### src/rtl/pipeline_spi_pkg.sv
// Shared constants for the SPI control register file: opcodes, special
// command bytes, frame-parser state encoding and per-opcode argument count.
package pipeline_spi_pkg;

    localparam logic [3:0] OP_RESET    = 4'd0;
    localparam logic [3:0] OP_MODE     = 4'd1;
    localparam logic [3:0] OP_FLAGS    = 4'd2;
    localparam logic [3:0] OP_SCALE    = 4'd3;
    localparam logic [3:0] OP_OFFSET_X = 4'd4;
    localparam logic [3:0] OP_OFFSET_Y = 4'd5;
    localparam logic [3:0] OP_TRANSP   = 4'd6;
    localparam logic [3:0] OP_CLIP_L   = 4'd7;
    localparam logic [3:0] OP_CLIP_R   = 4'd8;
    localparam logic [3:0] OP_CLIP_T   = 4'd9;
    localparam logic [3:0] OP_CLIP_B   = 4'd10;
    localparam logic [3:0] OP_FREEZE   = 4'd11;
    localparam logic [3:0] OP_READ     = 4'd13;

    localparam logic [7:0] CMD_NO_OP        = 8'hFF;
    localparam logic [7:0] CMD_GLOBAL_RESET = 8'hF0;

    typedef enum logic [1:0] {
        ST_IDLE  = 2'd0,
        ST_ARG1  = 2'd1,
        ST_ARG2  = 2'd2,
        ST_APPLY = 2'd3
    } state_e;

    // Number of argument bytes following a command byte; unknown opcodes take none.
    function automatic logic [1:0] arg_count(input logic [3:0] op);
        case (op)
            OP_MODE, OP_FLAGS, OP_SCALE, OP_TRANSP, OP_FREEZE, OP_READ: return 2'd1;
            OP_OFFSET_X, OP_OFFSET_Y,
            OP_CLIP_L, OP_CLIP_R, OP_CLIP_T, OP_CLIP_B:                 return 2'd2;
            default:                                                    return 2'd0;
        endcase
    endfunction

    // Opcodes 12, 14 and 15 are undefined.
    function automatic logic op_known(input logic [3:0] op);
        return !((op == 4'd12) || (op == 4'd14) || (op == 4'd15));
    endfunction

    function automatic logic layer_ok(input logic [3:0] layer, input int num_layers);
        return int'(layer) < num_layers;
    endfunction

endpackage

### src/rtl/pipeline_spi_layer_regs.sv
// One foreground layer's control registers. With SPI_SHADOW_COMMIT_EN the
// written set is a shadow copied to the live outputs on commit_i; without
// it the written set drives the outputs directly. Readback always returns
// the written set.
module pipeline_spi_layer_regs
    import pipeline_spi_pkg::*;
#(
    parameter int PRECISION = 11
) (
    input  logic                 clk,
    input  logic                 rst_n,
    input  logic                 we_i,
    input  logic                 clear_i,
    input  logic [3:0]           op_i,
    input  logic [PRECISION:0]   arg_i,
`ifdef SPI_SHADOW_COMMIT_EN
    input  logic                 commit_i,
`endif
    input  logic [3:0]           rd_op_i,
    output logic [15:0]          rd_data_o,
    output logic [1:0]           mode_o,
    output logic [1:0]           scale_o,
    output logic [PRECISION:0]   offset_x_o,
    output logic [PRECISION:0]   offset_y_o,
    output logic [PRECISION-1:0] clip_left_o,
    output logic [PRECISION-1:0] clip_right_o,
    output logic [PRECISION-1:0] clip_top_o,
    output logic [PRECISION-1:0] clip_bottom_o
);

    logic [1:0]           mode_q, mode_d, scale_q, scale_d;
    logic [PRECISION:0]   offx_q, offx_d, offy_q, offy_d;
    logic [PRECISION-1:0] cl_q, cl_d, cr_q, cr_d, ct_q, ct_d, cb_q, cb_d;

    // Next value of the written set: clear, layer reset, or a field write.
    always_comb begin
        mode_d = mode_q; scale_d = scale_q; offx_d = offx_q; offy_d = offy_q;
        cl_d = cl_q; cr_d = cr_q; ct_d = ct_q; cb_d = cb_q;
        if (clear_i || (we_i && op_i == OP_RESET)) begin
            mode_d = '0; scale_d = '0; offx_d = '0; offy_d = '0;
            cl_d = '0; cr_d = '0; ct_d = '0; cb_d = '0;
        end else if (we_i) begin
            case (op_i)
                OP_MODE:     mode_d = arg_i[1:0];
                OP_SCALE:    scale_d = arg_i[1:0];
                OP_OFFSET_X: offx_d = arg_i;
                OP_OFFSET_Y: offy_d = arg_i;
                OP_CLIP_L:   cl_d = arg_i[PRECISION-1:0];
                OP_CLIP_R:   cr_d = arg_i[PRECISION-1:0];
                OP_CLIP_T:   ct_d = arg_i[PRECISION-1:0];
                OP_CLIP_B:   cb_d = arg_i[PRECISION-1:0];
                default:     ;
            endcase
        end
    end

    // Written-set registers.
    always_ff @(posedge clk or negedge rst_n) begin
        if (!rst_n) begin
            mode_q <= '0; scale_q <= '0; offx_q <= '0; offy_q <= '0;
            cl_q <= '0; cr_q <= '0; ct_q <= '0; cb_q <= '0;
        end else begin
            mode_q <= mode_d; scale_q <= scale_d; offx_q <= offx_d; offy_q <= offy_d;
            cl_q <= cl_d; cr_q <= cr_d; ct_q <= ct_d; cb_q <= cb_d;
        end
    end

    // Readback mux, zero-extended to 16 bits.
    always_comb begin
        case (rd_op_i)
            OP_MODE:     rd_data_o = 16'(mode_q);
            OP_SCALE:    rd_data_o = 16'(scale_q);
            OP_OFFSET_X: rd_data_o = 16'(offx_q);
            OP_OFFSET_Y: rd_data_o = 16'(offy_q);
            OP_CLIP_L:   rd_data_o = 16'(cl_q);
            OP_CLIP_R:   rd_data_o = 16'(cr_q);
            OP_CLIP_T:   rd_data_o = 16'(ct_q);
            OP_CLIP_B:   rd_data_o = 16'(cb_q);
            default:     rd_data_o = 16'h0000;
        endcase
    end

`ifdef SPI_SHADOW_COMMIT_EN
    logic [1:0]           live_mode_q, live_scale_q;
    logic [PRECISION:0]   live_offx_q, live_offy_q;
    logic [PRECISION-1:0] live_cl_q, live_cr_q, live_ct_q, live_cb_q;

    // Live copy: cleared with the shadow, otherwise loaded at frame commit.
    always_ff @(posedge clk or negedge rst_n) begin
        if (!rst_n || 1'b0) begin
            live_mode_q <= '0; live_scale_q <= '0; live_offx_q <= '0; live_offy_q <= '0;
            live_cl_q <= '0; live_cr_q <= '0; live_ct_q <= '0; live_cb_q <= '0;
        end else if (clear_i) begin
            live_mode_q <= '0; live_scale_q <= '0; live_offx_q <= '0; live_offy_q <= '0;
            live_cl_q <= '0; live_cr_q <= '0; live_ct_q <= '0; live_cb_q <= '0;
        end else if (commit_i) begin
            live_mode_q <= mode_q; live_scale_q <= scale_q;
            live_offx_q <= offx_q; live_offy_q <= offy_q;
            live_cl_q <= cl_q; live_cr_q <= cr_q; live_ct_q <= ct_q; live_cb_q <= cb_q;
        end
    end

    assign mode_o = live_mode_q;   assign scale_o = live_scale_q;
    assign offset_x_o = live_offx_q; assign offset_y_o = live_offy_q;
    assign clip_left_o = live_cl_q;  assign clip_right_o = live_cr_q;
    assign clip_top_o = live_ct_q;   assign clip_bottom_o = live_cb_q;
`else
    assign mode_o = mode_q;   assign scale_o = scale_q;
    assign offset_x_o = offx_q; assign offset_y_o = offy_q;
    assign clip_left_o = cl_q;  assign clip_right_o = cr_q;
    assign clip_top_o = ct_q;   assign clip_bottom_o = cb_q;
`endif

endmodule

### src/rtl/pipeline_spi_regfile.sv
// Framed SPI command decoder and per-layer control register file.
// Frames are {layer, opcode} followed by 0..2 argument bytes (MSB first).
// READ returns a 16-bit value over two tx_load strobes. Optional macro
// SPI_SHADOW_COMMIT_EN adds frame_commit and shadowed writes.
// Handshake: byte_valid is a one-cycle strobe with no back-pressure; every
// strobe while spi_active is high is consumed, including one landing in APPLY.
module pipeline_spi_regfile
    import pipeline_spi_pkg::*;
#(
    parameter int PRECISION  = 11,
    parameter int NUM_LAYERS = 2
) (
    input  logic                                clk,
    input  logic                                rst_n,
    input  logic                                spi_active,
    input  logic [7:0]                          byte_in,
    input  logic                                byte_valid,
`ifdef SPI_SHADOW_COMMIT_EN
    input  logic                                frame_commit,
`endif
    output logic [7:0]                          tx_byte,
    output logic                                tx_load,
    output logic                                cmd_error,
    output logic [2*NUM_LAYERS-1:0]             ctrl_overlay_mode,
    output logic [2*NUM_LAYERS-1:0]             ctrl_fg_scale,
    output logic [(PRECISION+1)*NUM_LAYERS-1:0] ctrl_fg_offset_x,
    output logic [(PRECISION+1)*NUM_LAYERS-1:0] ctrl_fg_offset_y,
    output logic [PRECISION*NUM_LAYERS-1:0]     ctrl_fg_clip_left,
    output logic [PRECISION*NUM_LAYERS-1:0]     ctrl_fg_clip_right,
    output logic [PRECISION*NUM_LAYERS-1:0]     ctrl_fg_clip_top,
    output logic [PRECISION*NUM_LAYERS-1:0]     ctrl_fg_clip_bottom
);

    localparam int ARG_W = PRECISION + 1;

    state_e           state_q, state_d;
    logic [7:0]       cmd_q, cmd_d;
    logic [ARG_W-1:0] arg_q, arg_d;
    logic             frame_done;
    logic [7:0]       tx_byte_q, tx_byte_d, rd_lo_q, rd_lo_d;
    logic             tx_load_q, tx_load_d, rd_pend_q, rd_pend_d;
    logic             cmd_error_q, cmd_error_d;
    logic             special_d, frame_bad, frame_read;
    logic             apply_ok, global_clr;
    logic [15:0]      rd_sel;
    logic [15:0]      rd_data [NUM_LAYERS];

    // Frame parser: tracks which byte of the current frame is expected.
    always_comb begin
        state_d = state_q; cmd_d = cmd_q; arg_d = arg_q; frame_done = 1'b0;
        if (!spi_active) begin
            state_d = ST_IDLE;
        end else begin
            case (state_q)
                ST_IDLE, ST_APPLY: begin
                    state_d = ST_IDLE;
                    if (byte_valid) begin
                        cmd_d = byte_in;
                        if (arg_count(byte_in[3:0]) == 2'd0) begin
                            state_d = ST_APPLY; frame_done = 1'b1;
                        end else begin
                            state_d = ST_ARG1;
                        end
                    end
                end
                ST_ARG1: if (byte_valid) begin
                    arg_d = ARG_W'(byte_in);
                    if (arg_count(cmd_q[3:0]) == 2'd1) begin
                        state_d = ST_APPLY; frame_done = 1'b1;
                    end else begin
                        state_d = ST_ARG2;
                    end
                end
                ST_ARG2: if (byte_valid) begin
                    arg_d = ARG_W'({arg_q[7:0], byte_in});
                    state_d = ST_APPLY; frame_done = 1'b1;
                end
                default: state_d = ST_IDLE;
            endcase
        end
    end

    // Read source: layer from the latched command, target opcode is the arriving argument.
    always_comb begin
        rd_sel = 16'h0000;
        for (int i = 0; i < NUM_LAYERS; i++)
            if (cmd_q[7:4] == 4'(i)) rd_sel = rd_data[i];
    end

    // Error and readback strobes, registered so they are high during APPLY.
    always_comb begin
        special_d  = (cmd_d == CMD_NO_OP) || (cmd_d == CMD_GLOBAL_RESET);
        frame_bad  = frame_done && !special_d &&
                     (!op_known(cmd_d[3:0]) || !layer_ok(cmd_d[7:4], NUM_LAYERS));
        frame_read = frame_done && !special_d && !frame_bad && (cmd_d[3:0] == OP_READ);
        cmd_error_d = frame_bad;
        tx_byte_d = tx_byte_q; tx_load_d = 1'b0; rd_lo_d = rd_lo_q; rd_pend_d = rd_pend_q;
        if (frame_read) begin
            tx_byte_d = rd_sel[15:8]; tx_load_d = 1'b1;
            rd_lo_d   = rd_sel[7:0];  rd_pend_d = 1'b1;
        end else if (spi_active && byte_valid && rd_pend_q) begin
            tx_byte_d = rd_lo_q; tx_load_d = 1'b1; rd_pend_d = 1'b0;
        end
    end

    // Decoder state and output strobes.
    always_ff @(posedge clk or negedge rst_n) begin
        if (!rst_n) begin
            state_q <= ST_IDLE; cmd_q <= '0; arg_q <= '0;
            tx_byte_q <= '0; tx_load_q <= 1'b0; rd_lo_q <= '0; rd_pend_q <= 1'b0;
            cmd_error_q <= 1'b0;
        end else begin
            state_q <= state_d; cmd_q <= cmd_d; arg_q <= arg_d;
            tx_byte_q <= tx_byte_d; tx_load_q <= tx_load_d;
            rd_lo_q <= rd_lo_d; rd_pend_q <= rd_pend_d;
            cmd_error_q <= cmd_error_d;
        end
    end

    assign tx_byte   = tx_byte_q;
    assign tx_load   = tx_load_q;
    assign cmd_error = cmd_error_q;

    // APPLY: commit a well-formed frame to its layer, or clear every layer.
    assign apply_ok   = (state_q == ST_APPLY) && (cmd_q != CMD_NO_OP) &&
                        (cmd_q != CMD_GLOBAL_RESET) && op_known(cmd_q[3:0]) &&
                        layer_ok(cmd_q[7:4], NUM_LAYERS);
    assign global_clr = (state_q == ST_APPLY) && (cmd_q == CMD_GLOBAL_RESET);

    for (genvar i = 0; i < NUM_LAYERS; i++) begin : g_layer
        pipeline_spi_layer_regs #(.PRECISION(PRECISION)) u_regs (
            .clk           (clk),
            .rst_n         (rst_n),
            .we_i          (apply_ok && (cmd_q[7:4] == 4'(i))),
            .clear_i       (global_clr),
            .op_i          (cmd_q[3:0]),
            .arg_i         (arg_q),
`ifdef SPI_SHADOW_COMMIT_EN
            .commit_i      (frame_commit),
`endif
            .rd_op_i       (byte_in[3:0]),
            .rd_data_o     (rd_data[i]),
            .mode_o        (ctrl_overlay_mode[2*i +: 2]),
            .scale_o       (ctrl_fg_scale[2*i +: 2]),
            .offset_x_o    (ctrl_fg_offset_x[(PRECISION+1)*i +: PRECISION+1]),
            .offset_y_o    (ctrl_fg_offset_y[(PRECISION+1)*i +: PRECISION+1]),
            .clip_left_o   (ctrl_fg_clip_left[PRECISION*i +: PRECISION]),
            .clip_right_o  (ctrl_fg_clip_right[PRECISION*i +: PRECISION]),
            .clip_top_o    (ctrl_fg_clip_top[PRECISION*i +: PRECISION]),
            .clip_bottom_o (ctrl_fg_clip_bottom[PRECISION*i +: PRECISION])
        );
    end

endmodule

### config.mk
export PLATFORM = sky130hd
export DESIGN_NAME = pipeline_spi_regfile
export DESIGN_NICKNAME = d
export VERILOG_FILES = /design/src/rtl/pipeline_spi_pkg.sv /design/src/rtl/pipeline_spi_layer_regs.sv /design/src/rtl/pipeline_spi_regfile.sv
export SDC_FILE = /design/constraint.sdc
export NUM_CORES = 1
export LEC_CHECK = 0
export BUFFER_PORTS_ARGS = -buffer_cell sky130_fd_sc_hd__buf_4
export CAP_MARGIN = 10
export CORE_MARGIN = 2
export CORE_UTILIZATION = 47
export CTS_CLUSTER_SIZE = 12
export DETAILED_ROUTE_END_ITERATION = 8
export GPL_TIMING_DRIVEN = 0
export PLACE_DENSITY = 0.69
export SYNTH_ARGS = -nofsm -noshare
export SYNTH_HDL_FRONTEND = slang
export SYNTH_SLANG_ARGS = --single-unit
### constraint.sdc
create_clock -name clk -period 5.92 [get_ports clk]
set_input_delay 0.296 -clock clk [delete_from_list [all_inputs] [get_ports clk]]
set_output_delay 0.296 -clock clk [all_outputs]
set_load 0.1 [all_outputs]
==> metrics.md <==
| Metric | Value |
|---|---|
| DRT Pass-1 Iters | 7 |
| Gate Count Post-Synth | 813 |
| Synth Area in XOR/XNOR | 0.0970% |
| Final-report hold violation count | 0 |
| Cell area power density | 409 nW/um^2 |
| Clock Path Buffers | 2 |
| Worst R2R Start | cmd_q[2] |
| Final setup margin | 2.76 ns |
| Worst-Margin Slew | 1.08 ns |
| Total GRT Usage | 30.9% |
| Ant diodes | 0 |
| Lkg Pwr | 5.41 nW |
| Startpoint Class | input port |
| Via-to-Cell Ratio | 6.39 |
| Starting Density | 48.1% |
| Yosys top cell area share | 51.3% |
| Htree depth | 4 |
| Setup WS pre-CTS | 2.40 ns |
| Reg clk slew, reported paths | 0.07 ns |
| Worst path depth | 8 |
| Synthesis-stage register bit count | 185 |
| CTS tree | done |
| RSZ-0062 raised after global routing | no |
| Commonest cells after routing, fill and taps aside | dfrtp_1, buf_4, mux2_2 |
| Final critical-path share of the clock period | 53.5% |
| Share of post-route cells with drive strength above 1 | 33.3% |
| Most used cell, CP | clkbuf_1 |
| Dpl cells | 1211 |
| Setup-failing EPs final | 0 |
| CP Cell Sequence | clkbuf_1, clkbuf_1, buf_1, mux2i_1, nor3_1, a211oi_1, o32ai_1, mux2_2 |
| Final setup skew | 0.0106 ns |
| Critical Path AT | 3.50 ns |
| Core box area | 18800 um^2 |
| Largest fanout on the critical path | 10 |
| CP startpoint | byte_in[1] |
| Clk_lat worst skew | 0.45 ns |
| CTS Sinks | 185 |
| WHS | 0.122 ns |
| Buf/Inv on CP | 3 |
| Die area | 20300 um^2 |
| Status | finished, final reports clean |
| Syn_area_per_cell | 11.1 um^2 |
| Reg2reg path depth | 7 |
| Synth unique cells | 66 |
| Post-route setup TNS | 0 ns |
| VDD IR-drop max | 0.000247 V |
| Post-synthesis mux area share | 17.9% |
| Buffers on Ports | 163 |
| Slowest Stage Delay on Critical Path | 0.85 ns |
| ANT nets after route | 0 |
| Area contributors post-synth | dfrtp_1, mux2_2, o21ai_0 |
| Crit path max-delay cell type | buf_1 |
| Commonest non-fill, non-tap cell in the layout | dfrtp_1 |
| Final Critical Period | 3.16 ns |
| Die X | 143 um |
| Vias in the first global route | 7581 |
| Adder-cell share of the synthesized area | 0.416% |
| Fin nets | 1013 |
| FF-to-FF End | g_layer[0].u_regs.offset_x_o[0] |
| Final GP Congestion | 0.930 |
| Post-Synth Simple-Gate Area | 13.5% |
| Initial DRC Count | 983 |
| Worst R2R Setup Slack | 2.91 ns |
| Grt ovf | 0 |
| Resize count post-CTS | 0 |
| CTS root buf | clkbuf_16 |
| Async set or reset register ratio after synthesis | 100% |
| Fin util | 59.4% |
| Synth area leader | dfrtp_1 |
| Post-CTS Setup Bufs | 0 |
| Main combinational cell family by area after synthesis | multiplexers |
| Fmax | 316 MHz |
| Routed len/inst | 25.1 um |
| DRC Markers | 0 |
| DRT Wirelength | 31200 um |
| Initial antenna violation count | 1 |
| DP HPWL | 22500 um |
| Worst EP required | 6.25 ns |
| Ys Warns | 0 |
| Mapped cell area | 9030 um^2 |
| Area Growth Syn to Fin | 23.5% |
| Type of the worst setup path | input port to flip-flop |
| Hold path cells | 2 |
| Vias | 7958 |
| Ports | 166 |
| Largest net degree at the start of global routing | 126 |
| EDFF count, synth | 0 |
| Synth Area in Compound Gates | 13.2% |
| Fillcell total | 1665 |
| Syn Nets | 828 |
| Max-Cap Viols | 0 |
| Most used DFF post-synth | dfrtp_1 |
| Cell Rows | 50 |
| Top delay family on crit path | buffers and inverters |
| Hold buffers post-CTS | 1 |
| Cts bufs inserted | 17 |
| Die H | 143 um |
| Slew headroom | 27.9% |
| Worst Setup EP | rd_lo_q[3] |
| First-pass GRT wire length | 46000 um |
| Slew Limit Fails | 0 |
| CP endpoint kind | flip-flop |
| Min-Delay Path Class | input port to flip-flop |
| Hold Path Origin | byte_in[4] |
| Finished Layout Cells | 1245 |
| Sequential fraction of the synthesis area | 51.3% |
## cell families after synthesis
kind of cell / Yosys count
AOI/OAI and AO/OA: 173
xor gates and xnor gates: 1
adders and majority gates: 3
buffers and inverters: 79
DFF: 185
muxes: 146
and+or+nand+nor: 226
## metal layers
layer | track usage [%] | part of all wire, % | vias up
li1 | - | - | 3350
met1 | 44.2 | 41 | 4023
met2 | 46.2 | 45 | 497
met3 | 6.51 | 10 | 88
met4 | 12.4 | 3.7 | 0
met5 | 0 | 0 | -
## flip-flops by register name, indices dropped and copies added, names as in the netlist, 2 cells and up
name                          count
g_layer.u_regs.offset_x_o        24
g_layer.u_regs.offset_y_o        24
g_layer.u_regs.clip_bottom_o     22
g_layer.u_regs.clip_left_o       22
g_layer.u_regs.clip_right_o      22
g_layer.u_regs.clip_top_o        22
arg_q                            12
cmd_q                             8
rd_lo_q                           8
tx_byte                           8
g_layer.u_regs.mode_o             4
g_layer.u_regs.scale_o            4
state_q                           2
## synth_stat cells, drive strengths merged (3+ instances only)
| cell | number |
|---|---|
| nand3b | 17 |
| a221oi | 21 |
| o2bb2ai | 7 |
| mux2 | 113 |
| a221o | 5 |
| and2 | 25 |
| nand2 | 85 |
| or4 | 3 |
| a211oi | 6 |
| o22ai | 6 |
| nor2b | 5 |
| clkbuf | 42 |
| inv | 15 |
| nand4b | 6 |
| and3 | 4 |
| buf | 21 |
| nand3 | 9 |
| a31oi | 4 |
| dfrtp | 185 |
| a22oi | 6 |
| o211ai | 3 |
| ha | 3 |
| nor3 | 14 |
| a22o | 10 |
| nor4 | 3 |
| mux2i | 32 |
| a311oi | 4 |
| nand4 | 7 |
| a21oi | 15 |
| nor2 | 26 |
| nand2b | 6 |
| o21ai | 67 |
## layout make-up
cell class,instances,area (um^2),area share (%)
Clock buffer,18,429,3.85
Inverter,16,60.1,0.538
Tap cell,234,293,2.62
Multi-Input combinational cell,549,4070,36.5
Timing Repair Buffer,166,1270,11.4
Buffer,63,270,2.42
Sequential cell,185,4630,41.5
Clock inverter,14,130,1.17
## report_power, final
part,internal [W],switching [W],total [W],leakage [nW]
logic,0.000411,0.00136,0.00177,2.61
clock network,0.000556,0.000547,0.00110,0.278
registers,0.00144,0.000248,0.00169,2.53
total,0.00241,0.00215,0.00456,5.41
## worst min-delay path by stage
stage	endpoint	slack (ns)
5_1_grt	cmd_q[4]	0.12
3_3_place_gp	rd_pend_q	0.47
2_1_floorplan	arg_q[0]	0.0004
3_5_place_dp	state_q[1]	0.27
4_1_cts	arg_q[4]	0.11
6_report	arg_q[4]	0.12
## through the flow
step,total power (W),cell area [um^2]
global placement,0.00343,10500
global route,0.00471,11200
finish,0.00456,11200
detailed placement,0.00345,10600
CTS,0.00455,11200
floorplan,0.00296,9030
(Power assumes the default switching activity.)
